`src/rtl/adc_sequencer.sv`:
```
// rtl/adc_sequencer.sv - SAR conversion phase sequencer and result collector
// Optional conversion counter output enabled by defining ADC_SEQ_CONVCNT_EN.
module adc_sequencer #(
  parameter int NBITS = 16,
  parameter int SAMPW = 4,
  localparam int CW = $clog2(NBITS + 1)
) (
  input  logic             clk,
  input  logic             rst_b,
  input  logic             start,
  input  logic             abort,
  input  logic             continuous,
  input  logic [SAMPW-1:0] cfg_samp_len,
  input  logic [CW-1:0]    cfg_ncomp,
  input  logic             comp_out,
  output logic             seq_init,
  output logic             seq_samp,
  output logic             seq_comp,
  output logic             seq_update,
  output logic             busy,
  output logic [NBITS-1:0] result,
`ifdef ADC_SEQ_CONVCNT_EN
  output logic [15:0]      conv_count,
`endif
  output logic             result_valid
);

  typedef enum logic [2:0] {
    IDLE   = 3'd0,
    INIT   = 3'd1,
    SAMP   = 3'd2,
    COMP   = 3'd3,
    UPDATE = 3'd4,
    DONE   = 3'd5
  } state_t;

  state_t           state;
  state_t           state_next;
  logic [SAMPW-1:0] samp_len_q;
  logic [SAMPW-1:0] samp_cnt;
  logic [CW-1:0]    ncomp_q;
  logic [CW-1:0]    ncomp_eff;
  logic [CW-1:0]    bit_cnt;
  logic             cont_q;
  logic [NBITS-1:0] shift;
  logic [NBITS-1:0] shift_next;

  // Out-of-range comparison counts fall back to a full-width conversion.
  assign ncomp_eff = (cfg_ncomp == '0 || cfg_ncomp > CW'(NBITS)) ? CW'(NBITS) : cfg_ncomp;

  always_comb begin
    state_next = state;
    shift_next = {shift[NBITS-2:0], comp_out};
    case (state)
      IDLE:   if (start) state_next = INIT;
      INIT:   state_next = SAMP;
      SAMP:   if (samp_cnt == samp_len_q) state_next = COMP;
      COMP:   state_next = UPDATE;
      UPDATE: state_next = (bit_cnt == ncomp_q - CW'(1)) ? DONE : COMP;
      DONE:   state_next = cont_q ? INIT : IDLE;
      default: state_next = IDLE;
    endcase
    if (abort) state_next = IDLE;
  end

  // Strobes are registered from the next state so they line up with the state they name.
  always_ff @(posedge clk) begin
    if (!rst_b) begin
      state        <= IDLE;
      samp_len_q   <= '0;
      samp_cnt     <= '0;
      ncomp_q      <= '0;
      bit_cnt      <= '0;
      cont_q       <= 1'b0;
      shift        <= '0;
      result       <= '0;
      seq_init     <= 1'b0;
      seq_samp     <= 1'b0;
      seq_comp     <= 1'b0;
      seq_update   <= 1'b0;
      busy         <= 1'b0;
      result_valid <= 1'b0;
`ifdef ADC_SEQ_CONVCNT_EN
      conv_count   <= '0;
`endif
    end else begin
      state        <= state_next;
      seq_init     <= (state_next == INIT);
      seq_samp     <= (state_next == SAMP);
      seq_comp     <= (state_next == COMP);
      seq_update   <= (state_next == UPDATE);
      busy         <= (state_next != IDLE);
      result_valid <= (state_next == DONE);

      if (state == SAMP) samp_cnt <= samp_cnt + 1'b1;

      if (state == UPDATE) begin
        shift   <= shift_next;
        bit_cnt <= bit_cnt + 1'b1;
      end

      if (state == UPDATE && state_next == DONE) begin
        result <= shift_next;
`ifdef ADC_SEQ_CONVCNT_EN
        conv_count <= conv_count + 16'd1;
`endif
      end

      if (state_next == INIT) begin
        samp_len_q <= cfg_samp_len;
        ncomp_q    <= ncomp_eff;
        cont_q     <= continuous;
      end

      // Fresh conversion or abort: drop any partial capture.
      if (state_next == INIT || state_next == IDLE) begin
        shift    <= '0;
        bit_cnt  <= '0;
        samp_cnt <= '0;
      end
    end
  end

endmodule

```
`config.mk`:
```
export PLATFORM = sky130hd
export DESIGN_NAME = adc_sequencer
export DESIGN_NICKNAME = d
export VERILOG_FILES = /design/src/rtl/adc_sequencer.sv
export SDC_FILE = /design/constraint.sdc
export NUM_CORES = 1
export LEC_CHECK = 0
export CAP_MARGIN = 20
export CORE_MARGIN = 4
export CORE_UTILIZATION = 60
export CTS_BUF_LIST = sky130_fd_sc_hd__clkbuf_4 sky130_fd_sc_hd__clkbuf_8
export DETAILED_ROUTE_END_ITERATION = 8
export PLACE_DENSITY = 0.84
export REMOVE_ABC_BUFFERS = 1
export SLEW_MARGIN = 20
export SYNTH_ARGS = -nofsm -noshare
export SYNTH_HDL_FRONTEND = slang
export SYNTH_SLANG_ARGS = --single-unit
```
`constraint.sdc`:
```
create_clock -name clk -period 5.2 [get_ports clk]
set_input_delay 1.56 -clock clk [delete_from_list [all_inputs] [get_ports clk]]
set_output_delay 1.56 -clock clk [all_outputs]
set_load 0.01 [all_outputs]
```
Word level (Yosys, flattened, before mapping)
Cells that the tools add are included. W data, S select, Z words.

Register bits after elaboration: 59. Input bits: 15. Logic and storage cells: 46.

Equality and inequality tests: 12. Add/subtract/negate cells: 3. $lt $le $gt $ge: 1. Bitwise gates (word level): 1. Multiplexer cells: 7. Reduce and logical (&&, ||, !) cells: 8.

Operator list (number): $pmux W3 S6 (1); $eq A3 B2 Y1 const B (4); $eq A3 B3 Y1 const B (4); $mux W3 (4); $eq A3 B1 Y1 const B (2); $logic_not A3 Y1 (2); $add A5 B1 Y5 const B (1); $eq A5 B5 Y1 (1); $gt A5 B5 Y1 const B (1); $logic_not A5 Y1 (1); $mux W5 (1); $sub A5 B1 Y5 const B (1); $add A4 B1 Y4 const B (1); $eq A4 B4 Y1 (1); $reduce_bool A3 Y1 (1); $logic_or A1 B1 Y1 (2); $reduce_or A2 Y1 (1); $logic_and A1 B1 Y1 (1); $mux W1 (1); $not A1 Y1 (1).

Longest topological paths before layout
Gate-level depths: netlist of run 1.

Depth in word-level cells: 8. Depth in mapped cells: 8.

Least setup slack after synthesis of run 1
OpenSTA, ideal clock, no wires.

Path type: input port to flip-flop. Start: input start. End: register result[10]. Arrival time: 2718 ps. Setup slack: 2411 ps. Stages on the path: 6. Cells stage by stage: o21bai_1 a211oi_1 a41oi_1 a211oi_4 buf_6 mux2i_1.

Longest elaborated chain between the ends: 5.

Ends and longest elaborated chain: start: declaration (line 10) `input logic start,`; $mux W3 (line 55) `IDLE: if (start) state_next = INIT;`; $pmux W3 S6 (line 54) `case (state)`; $mux W3 (line 63) `if (abort) state_next = IDLE;`; $eq A3 B3 Y1 (line 102) `if (state == UPDATE && state_next == DONE) begin`; $logic_and A1 B1 Y1 (line 102); end signal: assignment (line 103) `result <= shift_next;`; end: declaration (line 21) `output logic [NBITS-1:0] result,`.

Every way passes these cells. A chain may end at the register's enable or synchronous reset.

Worst setup path after layout of run 1
Start: input start. End: register result[7].

The elaborated chain is that of the path after synthesis.

==> results of run 1 <==
worst max-delay path by stage:
stage               start         to  slack [ns]
floorplan           start  result[0]        2.25
global route        start  result[3]        1.70
finish              start  result[7]        1.81
CTS                 start  result[7]        1.78
global placement    start  result[4]        1.53
detailed placement  start  result[7]        1.44
layout make-up:
type                            instances  area (um^2)
Clock inverter                          3         15.0
Tap cell                               50         62.6
Sequential cell                        59         1180
Timing Repair Buffer                   38          375
Multi-Input combinational cell        205         1220
Clock buffer                           12          153
Inverter                                4         15.0
Fill cell                             300         1000
cell families after synthesis:
group | share of synthesized area, %
simple gates | 21.2
flops | 46.8
compound gates | 12.7
buf+inv | 4.61
xor+xnor | 5.90
mux | 6.75
fa+ha+maj | 1.98
cells in the mapped netlist (5+ instances only):
cell type	number
a21boi_0	5
a21boi_1	5
a21oi_1	16
clkbuf_1	14
dfxtp_1	59
mux2i_1	17
nand2_1	75
nand3b_1	7
nor2_1	17
nor3_1	6
o21ai_0	9
xnor2_1	6
xor2_1	11
worst max-delay path, delay by kind of cell:
family / cells / cell delay (ns)
compound gates: 4 / 1.31
buf+inv: 1 / 0.45
mux: 1 / 0.30
layer usage:
| layer | vias up | share of wire [%] |
|---|---|---|
| met2 | 49 | 48 |
| met4 | 0 | 1.1 |
| met1 | 931 | 45 |
| met5 | - | 0 |
| met3 | 7 | 5.4 |
| li1 | 1015 | - |
through the flow:
stage	instances	total power [W]	setup WS, ns	area, um^2
after floorplan	268	0.000495	2.25	2420
after global placement	356	0.000519	1.53	2860
after detailed placement	356	0.000520	1.44	2860
after CTS	371	0.000872	1.78	3030
after global routing	371	0.000898	1.70	3030
final	371	0.000865	1.81	3030
flip-flops by register name, indices dropped and copies added (netlist names):
signal / count
ncomp_q: 5
seq_init: 1
shift: 15
seq_samp: 1
state: 3
samp_len_q: 4
busy: 1
seq_comp: 1
result: 16
seq_update: 1
bit_cnt: 5
samp_cnt: 4
cont_q: 1
result_valid: 1
power by group through the flow:
stage	Clock, W	Sequential (W)	Combinational, W
after global placement	0	0.000472	0.0000473
after detailed placement	0	0.000472	0.0000482
after global routing	0.000382	0.000462	0.0000535
after CTS	0.000361	0.000462	0.0000485
final	0.000355	0.000462	0.0000482
after floorplan	0	0.000471	0.0000231
==> flow_metrics.py, run 1 <==
metrics = {
    "clocking": {
        "htreeDepth": 3,
        "clock-sinks": 59,
        "clk_path_buf_depth": 2,
        "cts_tree": "built",
        "hold_buffers": 0,
        "post_cts_resized": 0,
        "cts_setup_buffers": 0,
        "clk_latency_ns": 0.33,
        "cts-root-buf": "clkbuf_8",
        "path_clk_slew_ns": 0.06,
        "cts_buffers": 9,
    },
    "worst_setup_path": {
        "critPathLaunchType": "input pin",
        "end_kind": "register",
        "critPathSlowestCell": "a211oi_4",
        "worst_ep_required_time_ns": 5.45,
        "r2r-start": "ncomp_q[0]",
        "crit_type": "input pin to register",
        "regToRegEndpoint": "result[7]",
        "reg2reg_slack_ns": 2.54,
        "arrival_ns": 3.64,
        "path_cells": "clkdlybuf4s50_1 -> o21bai_1 -> a211oi_1 -> a41oi_1 -> a211oi_4 -> mux2i_1",
        "max_stage_delay_ns": 0.89,
        "reg2reg_depth": 7,
        "worstPathMaxFanout": 16,
    },
    "die": {
        "ios": 37,
        "die_y_um": 72.8,
        "core_mm2": 0.00403,
        "rows": 23,
        "dieWidth_um": 72.8,
        "initial_utilization_pct": 62.6,
        "die_area_mm2": 0.00531,
    },
    "sta": {
        "hold_violations": 0,
        "clock_skew_ns": 0.00801,
        "worstMarginPinSlew_ns": 1.07,
        "setup_viol": 0,
        "grt_setup_unrepaired": "no",
        "whs_ns": 0.455,
        "tns_ns": 0,
        "fmaxAchievable_ghz": 0.295,
        "slew_headroom_pct": 28.3,
        "drv_slew": 0,
        "fin_crit_sh_pct": 65.1,
        "period_needed_ns": 3.39,
    },
    "placement": {
        "place_congestion": 0.775,
        "dp_hpwl_um": 3230,
        "portBuffers": 36,
    },
    "grt": {
        "grt_max_degree": 44,
        "grt_use_met3_pct": 7.85,
        "met2_usage_pct": 33.8,
        "grtUsageMet1_pct": 25.4,
        "busiest_layer": "met2",
        "gr-usage-all-layers_pct": 20.6,
        "antenna_found_initial": 0,
        "grt.overflow.total": 0,
        "grt_pass1_wl_um": 8490,
        "grt_pass1_vias": 1904,
    },
    "final_layout": {
        "nets": 336,
        "final_common_cell": "nand2_1",
        "final_util_pct": 75.1,
        "area_delta_synth_final_pct": 20.0,
        "final_layout_size_suffix_gt1_share_pct": 6.54,
        "insertedDiodeCount": 0,
        "layout_common_cells": "75 x nand2_1, 59 x dfxtp_1, 36 x clkdlybuf4s50_1, 17 x mux2i_1, 17 x nor2_1",
    },
    "drt": {
        "routed_wirelength_um": 4880,
        "num_vias": 2002,
        "drt_iter0_drc": 110,
        "routedWlPerCell_um": 13.2,
        "final_antenna_net_count": 0,
        "vias_per_cell": 5.40,
        "drc": 0,
        "dr.pass1.iters": 4,
    },
    "outcome": {
        "outcome": "finished clean",
    },
    "logic_synthesis": {
        "synthArstFlopShare_pct": 0,
        "ys.flop_type": "dfxtp_1",
        "yosys.area.top_type_share_pct": 46.8,
        "synth_cell_types": 34,
        "synth-edff-count": 0,
        "syn_inst": 287,
        "seq_area_frac_synth_pct": 46.8,
        "syn-cell-area_mm2": 0.00252,
        "synthTopCellsByArea": "dfxtp_1 47%, nand2_1 11%, mux2i_1 6.7%",
        "synth_seq_cells": 59,
        "yosysTopAreaCell": "dfxtp_1",
        "yosys_warnings": 0,
        "syn_avg_cell_area_um2": 8.79,
    },
    "power_and_ir_drop": {
        "power_frac_seq_pct": 53.4,
        "vdd_drop_max_mv": 0.159,
        "p_int_w": 0.000673,
        "clkPwrFrac_pct": 41.0,
        "swShare_pct": 22.2,
        "power_frac_comb_pct": 5.6,
        "p_switching_w": 0.000192,
        "leakage_nw": 1.03,
        "pwr_density_cell_mw_per_mm2": 286,
    },
    "min_path": {
        "min_to": "result[14]",
        "holdCritStartpoint": "result[14]",
        "hp-class": "register to register",
        "min_path_cells": 2,
    },
    "flow_run": {
        "drv_cap": 0,
    },
}
No activity file was read; power rests on OpenSTA's default activity.
==> run 2, diff against run 1 <==
--- a/config.mk
+++ b/config.mk
@@ -7,10 +7,10 @@
 export LEC_CHECK = 0
 export CAP_MARGIN = 20
 export CORE_MARGIN = 4
-export CORE_UTILIZATION = 60
+export CORE_UTILIZATION = 56
 export CTS_BUF_LIST = sky130_fd_sc_hd__clkbuf_4 sky130_fd_sc_hd__clkbuf_8
 export DETAILED_ROUTE_END_ITERATION = 8
-export PLACE_DENSITY = 0.84
+export PLACE_DENSITY = 0.79
 export REMOVE_ABC_BUFFERS = 1
 export SLEW_MARGIN = 20
 export SYNTH_ARGS = -nofsm -noshare
==> constraint.sdc (replaced) <==
create_clock -name clk -period 3.2 [get_ports clk]
set_input_delay 0.96 -clock clk [delete_from_list [all_inputs] [get_ports clk]]
set_output_delay 0.96 -clock clk [all_outputs]
set_load 0.01 [all_outputs]
==> run 2 against run 1 <==
  * Sequential power grew 62%
  * Hold slack is essentially flat
  * Utilization is 4.0 points lower
  * Clock power rose by 100%
  * Critical path type unchanged
  * Largest cell class unchanged
==> flow_metrics.py, run 2 (synthesis results as in run 1) <==
metrics = {
    "min_path": {
        "min_to": "result[11]",
        "min_path_cells": 2,
        "holdCritStartpoint": "result[11]",
        "hp-class": "register to register",
    },
    "final_layout": {
        "seq_area_mm2": 0.00118,
        "final_util_pct": 71.1,
        "final_layout_size_suffix_gt1_share_pct": 7.69,
        "num-fill-cells": 355,
        "final_common_cell": "nand2_1",
        "layout_common_cells": "75 x nand2_1, 59 x dfxtp_1, 36 x clkdlybuf4s50_1, 17 x mux2i_1, 17 x nor2_1",
        "reg_top3": "result: 16 flops, shift: 15 flops",
        "postLayoutCellArea_mm2": 0.00310,
        "largest_register_ffs": 16,
        "area_delta_synth_final_pct": 22.8,
        "regMostFlops": "result",
        "insertedDiodeCount": 0,
        "multiInputGateArea_mm2": 0.00122,
        "nets": 339,
    },
    "drt": {
        "num_vias": 1985,
        "routedWlPerCell_um": 12.9,
        "drt_iter0_drc": 95,
        "vias_per_cell": 5.27,
        "final_antenna_net_count": 0,
        "routed_wirelength_um": 4860,
        "drc": 0,
        "dr.pass1.iters": 4,
    },
    "sta": {
        "tns_ns": 0,
        "period_needed_ns": 2.45,
        "hold_violations": 0,
        "clock_skew_ns": 0.00676,
        "finalWorstSetupSlack_ns": 0.748,
        "whs_ns": 0.454,
        "drv_slew": 0,
        "slew_headroom_pct": 44.5,
        "grt_setup_unrepaired": "no",
        "fmaxAchievable_ghz": 0.408,
        "setup_viol": 0,
        "fin_crit_sh_pct": 76.6,
        "worstMarginPinSlew_ns": 0.832,
    },
    "clocking": {
        "cts-root-buf": "clkbuf_8",
        "clk_path_buf_depth": 2,
        "post_cts_resized": 0,
        "hold_buffers": 0,
        "cts_tree": "built",
        "htreeDepth": 3,
        "clock-sinks": 59,
        "clk_latency_ns": 0.34,
        "path_clk_slew_ns": 0.07,
        "cts_buffers": 9,
        "cts_setup_buffers": 0,
    },
    "worst_setup_path": {
        "end_kind": "register",
        "r2r-start": "ncomp_q[0]",
        "max_stage_delay_ns": 0.47,
        "critPathSlowestCell": "clkdlybuf4s50_1",
        "path_delay_family": "buffers and inverters",
        "critPathLaunchType": "input pin",
        "regToRegEndpoint": "result[5]",
        "crit_type": "input pin to register",
        "reg2reg_slack_ns": 1.03,
        "worst_ep_required_time_ns": 3.47,
        "cp_num_buf_inv": 2,
        "worstPathMaxFanout": 11,
        "reg2reg_depth": 8,
        "arrival_ns": 2.73,
        "path_cells": "clkdlybuf4s50_1 -> o21bai_1 -> a211o_1 -> nor2_1 -> buf_4 -> nand3b_1 -> a21boi_1",
    },
    "grt": {
        "grt_pass1_vias": 1884,
        "antenna_found_initial": 0,
        "grt_max_degree": 44,
        "grt_pass1_wl_um": 8170,
        "gr-usage-all-layers_pct": 19.2,
        "grt.overflow.total": 0,
    },
    "placement": {
        "preCtsSetupSlack_ns": 0.410,
        "place_congestion": 0.834,
        "dpl_cell_area_mm2": 0.00288,
        "portBuffers": 36,
        "dp_hpwl_um": 3170,
    },
    "die": {
        "dieWidth_um": 75.1,
        "core_mm2": 0.00435,
        "ios": 37,
        "rows": 24,
        "initial_utilization_pct": 57.9,
        "die_y_um": 75.1,
        "die_area_mm2": 0.00564,
    },
    "outcome": {
        "outcome": "finished clean",
    },
    "power_and_ir_drop": {
        "leakage_nw": 1.06,
        "pwr_density_cell_mw_per_mm2": 498,
        "vdd_drop_max_mv": 0.285,
    },
    "flow_run": {
        "drv_cap": 0,
    },
}
## run 2: changes by cell type in the layout (fill, tap and decap cells not counted)
cell	delta
clkbuf_4	-2
clkbuf_8	+2
clkinv_2	-1
clkinvlp_4	+1
bufinv_16	+1
buf_4	+3
## run 2: how the worst max path moves through the flow
stage               start         end  slack [ns]  depth (start not counted)
finish              start  ncomp_q[1]        0.75                          7
global route        start  ncomp_q[1]        0.61                          7
CTS                 start  ncomp_q[1]        0.74                          7
detailed placement  start  ncomp_q[0]        0.41                          7
global placement    start  ncomp_q[3]        0.46                          7
floorplan           start   result[0]        0.85                          5
## run 2: cell type report
cell class                      count  share of cell area (%)
Multi-Input combinational cell    205                    39.6
Sequential cell                    59                    38.1
Timing Repair Buffer               41                    12.8
Clock buffer                       12                    5.33
Tap cell                           52                    2.10
Clock inverter                      4                    1.54
Inverter                            4                   0.485
## run 2: report_power, final
group	total, W	internal, W	switching (W)
clock	0.000712	0.000420	0.000291
sequential	0.000750	0.000743	0.00000716
combinational	0.0000790	0.0000399	0.0000392
total	0.00154	0.00120	0.000338
## run 2: per-stage QoR
stage | power (W) | std cells
3_5_place_dp | 0.000846 | 361
4_1_cts | 0.00155 | 377
2_1_floorplan | 0.000804 | 268
5_1_grt | 0.00158 | 377
3_3_place_gp | 0.000844 | 361
6_report | 0.00154 | 377
## run 2: tightest hold or removal path: cells and delay by family, from the launching register on
kind,cells,cell delay [ns]
and+or+nand+nor,1,0.05
muxes,1,0.05
DFF,1,0.31
## run 2: layer usage
layer	vias to the layer above	track usage, %	wire length [um]
met2	37	32.5	2380
met1	915	22.4	2170
met3	10	6.14	220
li1	1023	-	-
met4	0	8.10	89
met5	-	0	0
==> run 3, diff against run 2 <==
--- a/config.mk
+++ b/config.mk
@@ -7,10 +7,10 @@
 export LEC_CHECK = 0
 export CAP_MARGIN = 20
 export CORE_MARGIN = 4
-export CORE_UTILIZATION = 56
+export CORE_UTILIZATION = 50
 export CTS_BUF_LIST = sky130_fd_sc_hd__clkbuf_4 sky130_fd_sc_hd__clkbuf_8
 export DETAILED_ROUTE_END_ITERATION = 8
-export PLACE_DENSITY = 0.79
+export PLACE_DENSITY = 0.74
 export REMOVE_ABC_BUFFERS = 1
 export SLEW_MARGIN = 20
 export SYNTH_ARGS = -nofsm -noshare
==> constraint.sdc (replaced) <==
create_clock -name clk -period 2 [get_ports clk]
set_input_delay 0.6 -clock clk [delete_from_list [all_inputs] [get_ports clk]]
set_output_delay 0.6 -clock clk [all_outputs]
set_load 0.01 [all_outputs]
==> run 3 against run 2 <==
  * Via count rose by 3.1%
  * Die area rose by 11%
  * Sequential power rose by 60%
  * Hold slack improved by 0.0018 ns
  * Sequential cell count did not move
  * Total power rose by 68%
  * Clock skew fell by 0.0018 ns
  * Clock power rose by 73%
  * Critical path depth rose by 2
==> flow_metrics.py, run 3 (synthesis results as in run 1) <==
metrics = {
    "outcome": {
        "outcome": "finished clean",
    },
    "sta": {
        "whs_ns": 0.456,
        "fmaxAchievable_ghz": 0.506,
        "fin_crit_sh_pct": 98.8,
        "worstMarginPinSlew_ns": 0.457,
        "drv_slew": 0,
        "setup_viol": 0,
        "grt_setup_unrepaired": "yes",
        "tns_ns": 0,
        "slew_headroom_pct": 69.5,
        "finalWorstSetupSlack_ns": 0.0243,
        "hold_violations": 0,
        "period_needed_ns": 1.98,
        "clock_skew_ns": 0.00495,
    },
    "drt": {
        "vias_per_cell": 5.03,
        "drc": 0,
        "drt_iter0_drc": 69,
        "final_antenna_net_count": 0,
        "num_vias": 2046,
        "routedWlPerCell_um": 12.9,
        "routed_wirelength_um": 5270,
        "dr.pass1.iters": 4,
    },
    "worst_setup_path": {
        "worst_ep_required_time_ns": 2.25,
        "max_stage_delay_ns": 0.34,
        "critPathSlowestCell": "dfxtp_2",
        "crit_type": "register to register",
        "cp_num_buf_inv": 3,
        "end_kind": "register",
        "path_cells": "inv_2 -> ha_4 -> xnor2_4 -> a211oi_4 -> o311ai_4 -> a211oi_4 -> buf_6 -> buf_12 -> mux2i_1",
        "critPathLaunchType": "register",
        "worstPathMaxFanout": 8,
        "arrival_ns": 2.23,
        "cpMostUsedCell": "a211oi_4",
        "path_delay_family": "compound AO/OA/AOI/OAI gates",
    },
    "final_layout": {
        "final_layout_size_suffix_gt1_share_pct": 15.0,
        "final_common_cell": "nand2_1",
        "fin_cells": 407,
        "nets": 354,
        "insertedDiodeCount": 0,
        "area_delta_synth_final_pct": 34.2,
        "seq_area_mm2": 0.00118,
        "multiInputGateArea_mm2": 0.00131,
        "num-fill-cells": 401,
        "reg_top3": "result: 16 flops, shift: 15 flops",
        "largest_register_ffs": 16,
        "layout_common_cells": "75 x nand2_1, 56 x dfxtp_1, 36 x clkdlybuf4s50_1, 17 x nor2_1",
        "regMostFlops": "result",
    },
    "power_and_ir_drop": {
        "pwr_density_cell_mw_per_mm2": 765,
        "vdd_drop_max_mv": 0.483,
        "power_frac_comb_pct": 6.1,
        "p_int_w": 0.00205,
        "power_frac_seq_pct": 46.4,
        "clkPwrFrac_pct": 47.5,
        "swShare_pct": 20.7,
        "leakage_nw": 1.17,
        "p_switching_w": 0.000535,
    },
    "clocking": {
        "clock-sinks": 59,
        "clk_path_buf_depth": 2,
        "clk_latency_ns": 0.32,
        "htreeDepth": 3,
        "path_clk_slew_ns": 0.07,
        "cts-root-buf": "clkbuf_8",
        "cts_buffers": 9,
        "cts_tree": "built",
        "hold_buffers": 0,
    },
    "grt": {
        "gr-usage-all-layers_pct": 18.8,
        "grt.overflow.total": 0,
        "grt_pass1_wl_um": 9200,
        "antenna_found_initial": 0,
        "grt_pass1_vias": 2022,
        "grt_max_degree": 26,
    },
    "placement": {
        "preCtsSetupSlack_ns": -0.235,
        "portBuffers": 36,
        "place_congestion": 0.707,
        "placed_cells": 388,
        "dp_hpwl_um": 3390,
    },
    "die": {
        "die_y_um": 79.0,
        "initial_utilization_pct": 52.4,
        "rows": 25,
        "ios": 37,
        "dieWidth_um": 79.0,
        "core_mm2": 0.00482,
        "die_area_mm2": 0.00624,
    },
    "min_path": {
        "hp-class": "register to register",
    },
    "flow_run": {
        "drv_cap": 0,
    },
}
[run 3: cell count changes in the layout (fill, tap and decap cells not counted), moves of 2 or more]
cell     previous run  this run
inv_1               4         2
buf_12              0         2
inv_2               0         2
dfxtp_2             0         3
ha_4                0         2
dfxtp_1            59        56
ha_1                4         2
buf_4               5        16
[run 3: what timing repair did]
action	4_1_cts	5_1_grt
setup endpoints to repair	19	21
hold endpoints to repair	0	0
cloned	1	0
setup buffers	1	1
pin swaps	4	1
gates resized for setup	7	9
[run 3: layout make-up]
cell class / count / area share (%)
multi-input cells: 205 / 38.7
flip-flops and latches: 59 / 35.0
repair buffers: 56 / 16.5
clock buffers: 12 / 4.69
well taps: 67 / 2.48
clock inverters: 4 / 2.14
inverters: 4 / 0.443
[run 3: worst register-to-register path: cells and delay by family, from the launching register on]
family                   cells  cell delay (ns)
flip-flops                   1             0.34
XOR/XNOR                     1             0.13
multiplexers                 1             0.19
buffers and inverters        3             0.35
AO/OA/AOI/OAI                3             0.64
adder cells (fa/ha/maj)      1             0.25
[run 3: stage by stage]
stage / power, W / util [%] / instance area [um^2]
finish: 0.00259 / 70.3 / 3390
global placement: 0.00137 / 62.6 / 3020
detailed placement: 0.00137 / 62.6 / 3020
CTS: 0.00260 / 68.9 / 3320
floorplan: 0.00129 / - / 2420
global route: 0.00270 / 70.3 / 3390
[run 3: path summary, 6_finish.rpt]
kind                            slack (ns)       start    endpoint  cells after the start
worst max-delay path                  0.02  ncomp_q[1]   result[4]                      9
worst min-delay path                  0.46  result[13]  result[13]                      2
worst max register to register        0.02  ncomp_q[1]   result[4]                      9
worst min register to register        0.46  result[13]  result[13]                      2
[run 3: power groups by stage]
stage                     registers [W]  logic (W)  clock network [W]
after floorplan                 0.00123  0.0000601                  0
after global placement          0.00123   0.000141                  0
after detailed placement        0.00123   0.000142                  0
after global routing            0.00120   0.000174            0.00132
after CTS                       0.00120   0.000150            0.00125
final                           0.00120   0.000159            0.00123
[run 3: metal layers]
metal / global-route usage, % / wire length [um] / vias up
met5: 0 / 0 / -
met4: 8.76 / 103 / 0
met3: 3.74 / 163 / 8
met2: 31.3 / 2590 / 32
met1: 23.4 / 2410 / 955
li1: - / - / 1051
